--- config.mk ---
export PLATFORM = sky130hd
export DESIGN_NAME = ss_seq
export DESIGN_NICKNAME = d
export VERILOG_FILES = /design/src/rtl/ss_seq.sv
export SDC_FILE = /design/constraint.sdc
export NUM_CORES = 1
export LEC_CHECK = 0
export BUFFER_PORTS_ARGS = -buffer_cell sky130_fd_sc_hd__buf_2
export CORE_MARGIN = 2
export CORE_UTILIZATION = 45
export DETAILED_ROUTE_END_ITERATION = 10
export PLACE_DENSITY = 0.75
export SYNTH_ARGS = -nofsm -noshare
export SYNTH_HDL_FRONTEND = slang
export SYNTH_SLANG_ARGS = --single-unit
export TNS_END_PERCENT = 20
--- constraint.sdc ---
create_clock -name clk -period 1.9 [get_ports clk]
set_input_delay 0.19 -clock clk [delete_from_list [all_inputs] [get_ports clk]]
set_output_delay 0.19 -clock clk [all_outputs]
set_load 0.02 [all_outputs]
--- src/rtl/ss_seq.sv ---
// ss_seq: save-state sequencer. Walks the mapper save-state bytes
// 0..SS_LEN-1, one m2 pulse per byte, copying them mapper -> buffer RAM
// (save) or buffer RAM -> mapper (load).
//
// Ports
//   clk, rst_n           clock (rising edge) and synchronous active-low reset
//   cmd_save/cmd_load    one-cycle start requests, honoured only in IDLE
//   cmd_abort            one-cycle stop request, honoured only while busy
//   busy, done, aborted  transfer in progress / completion pulses
//   ss_err, map_id       result of the last completed save
//   ss_act, ss_we, ss_m2 mapper save-state mode, write strobe and m2 clock
//   ss_addr, ss_wdat     mapper byte address and restore data
//   ss_rdat              mapper read data
//   buf_addr, buf_we,
//   buf_wdat, buf_rdat   buffer RAM port (read data 1 cycle after address)
//   dbg_state            current FSM state, for checkers
//
// Handshake: cmd_save/cmd_load are accepted only in a cycle where busy=0 and
// the FSM is idle; there is no ready back-pressure, a request seen while busy
// is simply dropped. Completion is signalled by exactly one of done/aborted
// pulsing for one cycle, in the same cycle busy falls.
module ss_seq #(
    parameter int SS_LEN  = 128,
    parameter int M2_HALF = 2
) (
    input  logic       clk,
    input  logic       rst_n,
    input  logic       cmd_save,
    input  logic       cmd_load,
    input  logic       cmd_abort,
    output logic       busy,
    output logic       done,
    output logic       aborted,
    output logic       ss_err,
    output logic [7:0] map_id,
    output logic       ss_act,
    output logic       ss_we,
    output logic [7:0] ss_addr,
    output logic [7:0] ss_wdat,
    input  logic [7:0] ss_rdat,
    output logic       ss_m2,
    output logic [7:0] buf_addr,
    output logic       buf_we,
    output logic [7:0] buf_wdat,
    input  logic [7:0] buf_rdat,
    output logic [2:0] dbg_state
);

    localparam int CW = $clog2(M2_HALF);

    typedef enum logic [2:0] {
        IDLE  = 3'd0,
        SETUP = 3'd1,
        HIGH  = 3'd2,
        LOW   = 3'd3,
        FIN   = 3'd4
    } state_t;

    state_t        state;
    state_t        state_nxt;
    logic [7:0]    idx;
    logic [CW-1:0] cnt;       // cycle within the current HIGH or LOW phase
    logic          is_save;
    logic          abort_q;   // abort seen during this transfer
    logic [7:0]    cap;       // byte captured from the mapper on last HIGH

    logic          in_xfer;
    logic          start_save;
    logic          start_load;
    logic          last_half;
    logic          last_byte;
    logic          abort_hit;

    always_comb begin
        in_xfer    = (state == SETUP) || (state == HIGH) || (state == LOW);
        start_save = (state == IDLE) && cmd_save;
        start_load = (state == IDLE) && cmd_load && !cmd_save;
        last_half  = (cnt == CW'(M2_HALF - 1));
        last_byte  = (idx == 8'(SS_LEN - 1));
        // An abort arriving on the final LOW cycle still counts for this slot.
        abort_hit  = abort_q || cmd_abort;

        state_nxt = state;
        unique case (state)
            IDLE:    if (start_save || start_load) state_nxt = SETUP;
            SETUP:   state_nxt = HIGH;
            HIGH:    if (last_half) state_nxt = LOW;
            LOW: begin
                if (last_half) begin
                    if (abort_hit || last_byte) state_nxt = FIN;
                    else                        state_nxt = SETUP;
                end
            end
            FIN:     state_nxt = IDLE;
            default: state_nxt = IDLE;
        endcase

        busy      = in_xfer;
        ss_act    = in_xfer;
        ss_m2     = (state == HIGH);
        // Held off for the first HIGH cycle so ss_wdat has settled first.
        ss_we     = !is_save && (((state == HIGH) && (cnt != '0)) || (state == LOW));
        buf_we    = is_save && (state == LOW) && (cnt == '0);
        done      = (state == FIN) && !abort_q;
        aborted   = (state == FIN) && abort_q;
        ss_addr   = idx;
        buf_addr  = idx;
        buf_wdat  = cap;
        dbg_state = state;
    end

    always_ff @(posedge clk) begin
        if (!rst_n) state <= IDLE;
        else        state <= state_nxt;
    end

    always_ff @(posedge clk) begin
        if (!rst_n) begin
            idx     <= 8'h00;
            cnt     <= '0;
            is_save <= 1'b0;
            abort_q <= 1'b0;
            cap     <= 8'h00;
            ss_wdat <= 8'h00;
            map_id  <= 8'h00;
            ss_err  <= 1'b0;
        end else begin
            if ((state == HIGH) || (state == LOW)) cnt <= last_half ? '0 : cnt + 1'b1;
            else                                   cnt <= '0;

            if (start_save || start_load) begin
                idx     <= 8'h00;
                is_save <= start_save;
                abort_q <= 1'b0;
            end
            if (start_save) ss_err <= 1'b0;

            if (in_xfer && cmd_abort) abort_q <= 1'b1;

            if ((state == LOW) && last_half && !abort_hit && !last_byte)
                idx <= idx + 8'd1;

            if ((state == HIGH) && last_half && is_save)
                cap <= ss_rdat;

            // Buffer read data for idx arrives in the first HIGH cycle.
            if ((state == HIGH) && (cnt == '0) && !is_save)
                ss_wdat <= buf_rdat;

            // cap still holds the last byte here; an aborted save leaves the
            // previous map_id/ss_err result in place.
            if ((state == LOW) && last_half && is_save && !abort_hit && last_byte) begin
                map_id <= cap;
                ss_err <= (cap == 8'hff);
            end
        end
    end

endmodule

# Yosys cells after proc, flatten, opt, wreduce, memory -nomap -nowiden
# Index checks and enable logic that the tools add are counted.
# classes
addsub	2
muxes	11
n_reduce_logical	37
mul	0
magnitude_cmp	0
bitwise	3
shift	0
eq_ne	9
n_div	0
# op_table
operator	n
$logic_and A1 B1 Y1	19
$mux W8	2
$mux W3	4
$pmux W3 S4	1
$add A8 B1 Y8 const B	1
$eq A8 B7 Y1 const B	1
$eq A8 B8 Y1 const B	1
$logic_or A1 B1 Y1	7
$eq A3 B2 Y1 const B	2
$reduce_bool A2 Y1	3
$logic_not A1 Y1	5
$mux W1	4
$ne A2 B1 Y1 const B	2
$eq A3 B1 Y1 const B	1
$eq A3 B3 Y1 const B	1
$logic_not A3 Y1	1
$not A1 Y1	3
$reduce_and A3 Y1	1
$reduce_or A3 Y1	1
$ne A2 B2 Y1 const B	1
$add A1 B1 Y1 const B	1
# word_totals
input_bits	21
n_memories	0
rom_bits	0
latch_bits	0
output_inout_bits	51
regBits	39
word_cells	71
ramBits	0

# Logic depth before layout (Yosys ltp)
# Gate-level depths: netlist of the first run.
# logic_depth
word_depth	6
depth_mapped	6

# Worst setup path after synthesis of the first run
# No wires, ideal clock.
# synth_path
path_type	reg-to-reg
startpoint	reg idx[0], in the netlist buf_addr[0]
endpoint	reg idx[4], in the netlist buf_addr[4]
arrival_ps	1684
setup_ps	138
synth_period_minus_slack_ps	1822
path_stages_with_launch	7
n_path_buf	1
slack_ps	78
path_cell_list	dfxtp_1 ha_1 nand3_1 or3_1 clkbuf_1 nand3_1 o221ai_1
# synth_between
elab_chain_len	4
elab_cells_between_ends	6
classes_between	add/sub (1); eq/ne (1); mux (1); reduce/logical (3)
# synth_rtl
element	line	rtl
from (decl)	61	logic [7:0] idx;
from (signal assigned)	141	idx <= idx + 8'd1;
branches (longest 4 deep; another with $add A8 B1 Y8)	n/a	
# Parallel ways; which one is timed is not known.
# A chain may end at the register's enable or synchronous reset.

# Worst setup path after layout of the first run
# layout_path
startpoint	reg idx[0], in the netlist buf_addr[0]
endpoint	reg idx[6], in the netlist buf_addr[6]
# Same word-level chain as after synthesis.

==> flow_metrics.tcl, run 1 <==
set metrics [dict create \
    clk_latency_ps 290 \
    synth_top_family_by_area "simple AND/OR/NAND/NOR gates" \
    cts_buffers 5 \
    fin_worst_skew_ps 6.96 \
    nets 287 \
    synth_cells 199 \
    place_area_mm2 0.00211 \
    numClockSinks 39 \
    final_cell_mix "71 x buf_2, 39 x dfxtp_1, 27 x nand2_1" \
    final_design_area_no_fill_mm2 0.00220 \
    slowest_stage "or3_1" \
    switching_share_pct 26.5 \
    powerDensity_mw_per_mm2 744 \
    worst_r2r_endpoint "buf_addr[6]" \
    drtAntennaViolNets 0 \
    core_mm2 0.00372 \
    wl_per_cell_um 12.9 \
    fin_util_pct 59.3 \
    cp-endpoint "buf_addr[6]" \
    gr-total-overflow 0 \
    vias 1598 \
    finalWirelength_mm 4.03 \
    via_per_inst 5.11 \
    fp.dieH_um 66.6 \
    clockPowerShare_pct 34.2 \
    dieArea_mm2 0.00443 \
    slew_headroom_pct 64.5 \
    hold_viol_final 0 \
    setup_viol 0 \
    clockBufferDepth 2 \
    synth-simple-area-share_pct 23.2 \
    drtIter0Drc 103 \
    hold_buffers 0 \
    io_pins 72 \
    post_cts_buffers 0 \
    cts_max_level 2 \
    syn_area_per_cell_um2 8.85 \
    synth_compound_area_share_pct 7.39 \
    fmax_mhz 566 \
    arrival_ps 1930 \
    cp_max_fo 7 \
    cts.clk_slew.worst_paths_ps 70 \
    fin_cells 313 \
    cts_resized 0 \
    tritoncts "yes" \
    grt_pass1_wl_mm 6.27 \
    path_class "reg2reg" \
    status "finished, final reports clean" \
    ys_ff_latch 39 \
    critical_path.cell_chain "ha_1 -> nand3_1 -> or3_1 -> nand3_1 -> o221ai_1" \
    place_hpwl_mm 2.90 \
    final_common_cell "buf_2" \
    min_period_ps 1770 \
    antenna_found_initial 0 \
    area_growth_pct 25.1 \
    worst_path_most_repeated_cell "nand3_1" \
    ys_warn_count 0 \
    synthAdderAreaFrac_pct 0.710 \
    numPortBuffers 71 \
    tightest_slew_ps 530 \
    synthesis.area_mm2 0.00176 \
    cts_root_buffer "clkbuf_8" \
    p_seq_share_pct 52.8 \
    grt_pass1_vias 1378 \
    synth_xor_area_share_pct 0.994 \
    tns_ps 0 \
    r2r_start "buf_addr[0]" \
    peakVddDrop_uv 559 \
    die_w_um 66.6 \
    rsz0062_at_grt "no" \
    syn_nets 221 \
    drt-pass1-iter-count 4 \
    p_comb_share_pct 13.0 \
    leakage_nw 1.08 \
    diodes 0 \
    gp_congestion 0.811 \
    fin_crit_sh_pct 93.1 \
    drive_above_1_share_pct 34.0 \
    yosysSeqAreaShare_pct 44.3 \
    reg2reg_depth 5 \
    whs_ps 131 \
    grt_start_max_net_pins 27 \
    critPathCaptureType "flop" \
    yosys-mux-area-fraction_pct 14.8 \
    placed_cells 306 \
    slowest_delay_ps 520 \
    start_util_pct 47.4 \
    synthDistinctLibCells 33 \
    gr-usage-all-layers_pct 18.7 \
    p_switching_mw 0.435 \
    r2r_slack_ps 130 \
    worstSetupStartpointType "flop" \
    holdCritPathClass "in2reg" \
    num_rows 22 \
    slew_viol_final 0 \
    worstPathRequired_ps 2070 \
    crit_start "buf_addr[0]" \
    internal_power_mw 1.21 \
    drc 0 \
    cap_violations 0 \
]
==> flip-flops by register name (all words and copies together), names as in the netlist <==
register   cells
cnt            1
ss_wdat        8
buf_wdat       8
map_id         8
ss_err         1
abort_q        1
dbg_state      3
buf_addr       8
is_save        1
==> layout make-up <==
cell class | instances | area, um2
clock inverter | 1 | 5.00
fill | 346 | 1510
sequential | 39 | 781
inverter | 7 | 26.3
timing repair buffer | 79 | 415
multi-input combinational | 133 | 833
clock buffer | 6 | 82.6
tap | 48 | 60.1
==> worst max-delay path, delay by kind of cell, from the launching register on <==
kind,cells,cell delay [ps]
AND/OR/NAND/NOR,3,970
AO/OA/AOI/OAI,1,150
adder cells (fa/ha/maj),1,180
flip-flops,1,340
==> through the flow <==
stage                     total power [mW]  setup slack [ps]
final                                 1.64               132
after global routing                  1.71              18.1
after CTS                             1.65               133
after detailed placement              1.10               165
after global placement                1.09               216
after floorplan                       1.03              77.8
==> worst min path at each step <==
| stage | from | to | slack, ps | cells past startpoint |
|---|---|---|---|---|
| 2_1_floorplan | buf_rdat[0] | ss_wdat[0] | 330 | 2 |
| 3_3_place_gp | buf_rdat[1] | ss_wdat[1] | 420 | 3 |
| 3_5_place_dp | ss_rdat[7] | buf_wdat[7] | 430 | 3 |
| 4_1_cts | buf_rdat[1] | ss_wdat[1] | 130 | 3 |
| 5_1_grt | ss_rdat[2] | buf_wdat[2] | 130 | 3 |
| 6_report | buf_rdat[1] | ss_wdat[1] | 130 | 3 |
==> cell families after synthesis <==
kind of cell	count (synthesis)
AOI/OAI and AO/OA	20
DFF	39
muxes	26
adders and majority gates	1
and+or+nand+nor	84
buffers and inverters	27
xor gates and xnor gates	2
==> Yosys cell counts <==
cell type | instances | share of area [%]
a21oi_1 | 3 | 0.85
nor4_1 | 1 | 0.36
buf_6 | 2 | 1.3
nor4_4 | 1 | 1.2
nand2b_1 | 2 | 0.71
nor3_4 | 1 | 0.92
o221ai_1 | 3 | 1.5
nor3_1 | 7 | 2.0
nand4_1 | 6 | 2.1
or4_1 | 1 | 0.43
o21ai_0 | 6 | 1.7
xnor2_1 | 2 | 0.99
buf_2 | 2 | 0.57
clkbuf_1 | 7 | 1.5
buf_4 | 9 | 3.8
o2111ai_1 | 1 | 0.50
inv_1 | 7 | 1.5
dfxtp_1 | 39 | 44
nand3_1 | 6 | 1.7
nand3_2 | 1 | 0.57
a31oi_1 | 1 | 0.36
o22ai_1 | 2 | 0.71
a22oi_1 | 1 | 0.43
mux2i_1 | 26 | 15
nor2b_1 | 1 | 0.36
a2111oi_0 | 1 | 0.50
ha_1 | 1 | 0.71
nor2_1 | 26 | 5.5
or3_1 | 1 | 0.36
and3_1 | 2 | 0.71
nand2_1 | 27 | 5.8
and2b_1 | 1 | 0.43
o211ai_1 | 2 | 0.85
==> metal layers <==
metal  up-vias  track usage (%)  routed length, um
met5         -                0                  0
met2        48             29.3               1940
met1       735             23.3               1780
met3         7             6.42                250
li1        808                -                  -
met4         0             7.65                 61
==> power groups by stage <==
stage	Clock [mW]	Combinational [mW]	Sequential [mW]
floorplan	0	0.131	0.896
global placement	0	0.210	0.884
CTS	0.574	0.215	0.865
global route	0.613	0.231	0.870
finish	0.560	0.214	0.866
detailed placement	0	0.214	0.884
Power figures use the tool's default switching activity.
==> inputs of run 2 (changes only) <==
--- a/config.mk
+++ b/config.mk
@@ -9,6 +9,7 @@
 export CORE_MARGIN = 2
 export CORE_UTILIZATION = 45
 export DETAILED_ROUTE_END_ITERATION = 10
+export MAX_ROUTING_LAYER = met4
 export PLACE_DENSITY = 0.75
 export SYNTH_ARGS = -nofsm -noshare
 export SYNTH_HDL_FRONTEND = slang
==> run 2 against run 1 <==
Effect of this change: core utilization unchanged; non-clock buffer count did not move; critical path depth unchanged; first-iteration DRC count up 15%; die area is the same; maximum frequency decreased by 0.99%; clock power barely moved; sequential power about the same; combinational power hardly changed; register-to-register slack lost 20 ps; clock skew barely moved; sequential share of layout area unchanged.
==> flow_metrics.tcl, run 2 (synthesized netlist as in run 1, its figures left out) <==
set metrics [dict create \
    fillers 346 \
    setup_ws_ps 114 \
    numClockSinks 39 \
    leakage_nw 1.08 \
    wl_per_cell_um 12.9 \
    fin_crit_sh_pct 94.0 \
    vias 1595 \
    clockBufferDepth 2 \
    drive_above_1_share_pct 34.0 \
    place_hpwl_mm 2.90 \
    die_w_um 66.6 \
    drt-pass1-iter-count 4 \
    regArea_um2 781 \
    io_pins 72 \
    via_per_inst 5.10 \
    place_ws_ps 165 \
    cp_max_fo 7 \
    cts_max_level 2 \
    tritoncts "yes" \
    diodes 0 \
    p_total_mw 1.64 \
    cts_root_buffer "clkbuf_8" \
    critPathCaptureType "flop" \
    multi_input_area_um2 833 \
    dieArea_mm2 0.00443 \
    setup_viol 0 \
    grt_pass1_wl_mm 6.28 \
    reg2reg_depth 5 \
    r2r_start "buf_addr[0]" \
    worst_hold_path.endpoint "ss_wdat[1]" \
    min_period_ps 1790 \
    arrival_ps 1950 \
    hold_path_depth 3 \
    tightest_slew_ps 531 \
    peakVddDrop_uv 560 \
    cap_violations 0 \
    drtAntennaViolNets 0 \
    fp.dieH_um 66.6 \
    hold_start "buf_rdat[1]" \
    grt_pass1_vias 1380 \
    rsz0062_at_grt "no" \
    worst_r2r_endpoint "buf_addr[6]" \
    gr-total-overflow 0 \
    area_growth_pct 25.1 \
    drtIter0Drc 118 \
    drc 0 \
    grt_start_max_net_pins 27 \
    antenna_found_initial 0 \
    fmax_mhz 560 \
    final_design_area_no_fill_mm2 0.00220 \
    worstSetupStartpointType "flop" \
    slew_viol_final 0 \
    powerDensity_mw_per_mm2 743 \
    clk_latency_ps 290 \
    numPortBuffers 71 \
    final_common_cell "buf_2" \
    r2r_slack_ps 110 \
    gp_congestion 0.823 \
    holdCritPathClass "in2reg" \
    num_rows 22 \
    hold_viol_final 0 \
    fin_util_pct 59.3 \
    place_area_mm2 0.00211 \
    cts.clk_slew.worst_paths_ps 70 \
    worstPathRequired_ps 2060 \
    gr-usage-all-layers_pct 19.2 \
    path_class "reg2reg" \
    final_cell_mix "71 x buf_2, 39 x dfxtp_1, 27 x nand2_1" \
    status "finished, final reports clean" \
    nets 287 \
    core_mm2 0.00372 \
    finalWirelength_mm 4.03 \
    slew_headroom_pct 64.5 \
    fin_worst_skew_ps 7.15 \
    cts_buffers 5 \
    start_util_pct 47.4 \
    tns_ps 0 \
]
-- run 2: cell counts in the layout (fill, tap and decap cells not counted) --
Identical to the previous run, type by type.
-- run 2: worst max path at each step --
stage	startpoint	cells after the start	end	slack, ps
after floorplan	buf_addr[0]	6	buf_addr[4]	80
after global placement	buf_addr[0]	5	buf_addr[6]	220
after detailed placement	buf_addr[0]	5	buf_addr[6]	160
after CTS	buf_addr[0]	5	map_id[0]	130
after global routing	buf_addr[1]	5	buf_addr[7]	20
final	buf_addr[0]	5	buf_addr[6]	110
-- run 2: worst max-delay path, cell delays in order, from the launching register on --
cell and delay, ps:
dfxtp_1 340, ha_1 180, nand3_1 190, or3_1 520, nand3_1 270, o221ai_1 150
-- run 2: area by class of cell --
class	count	area share (%)
clock inverter	1	0.227
multi-input combinational	133	37.8
tap	48	2.73
sequential	39	35.4
clock buffer	6	3.75
timing repair buffer	79	18.9
inverter	7	1.19
-- run 2: routing by layer --
metal	global-route usage [%]	up-vias	wire length, um
li1	-	805	-
met1	23.8	730	1770
met2	29.4	53	1950
met3	5.41	7	236
met4	7.65	0	61
met5	-	-	0
-- run 2: stage by stage --
stage,cells,hold slack (ps)
6_report,313,132
5_1_grt,313,131
4_1_cts,313,126
3_5_place_dp,306,430
3_3_place_gp,306,417
2_1_floorplan,199,334
-- run 2: what timing repair did --
action | 4_1_cts | 5_1_grt
endpoints found under the setup margin | 0 | 1
hold buffers | 0 | 0
gates resized for setup | 0 | 1
setup buffers | 0 | 0
-- run 2: where the power goes --
part	switching, mW	internal (mW)
registers	0.0255	0.840
clock network	0.273	0.285
logic	0.133	0.0806
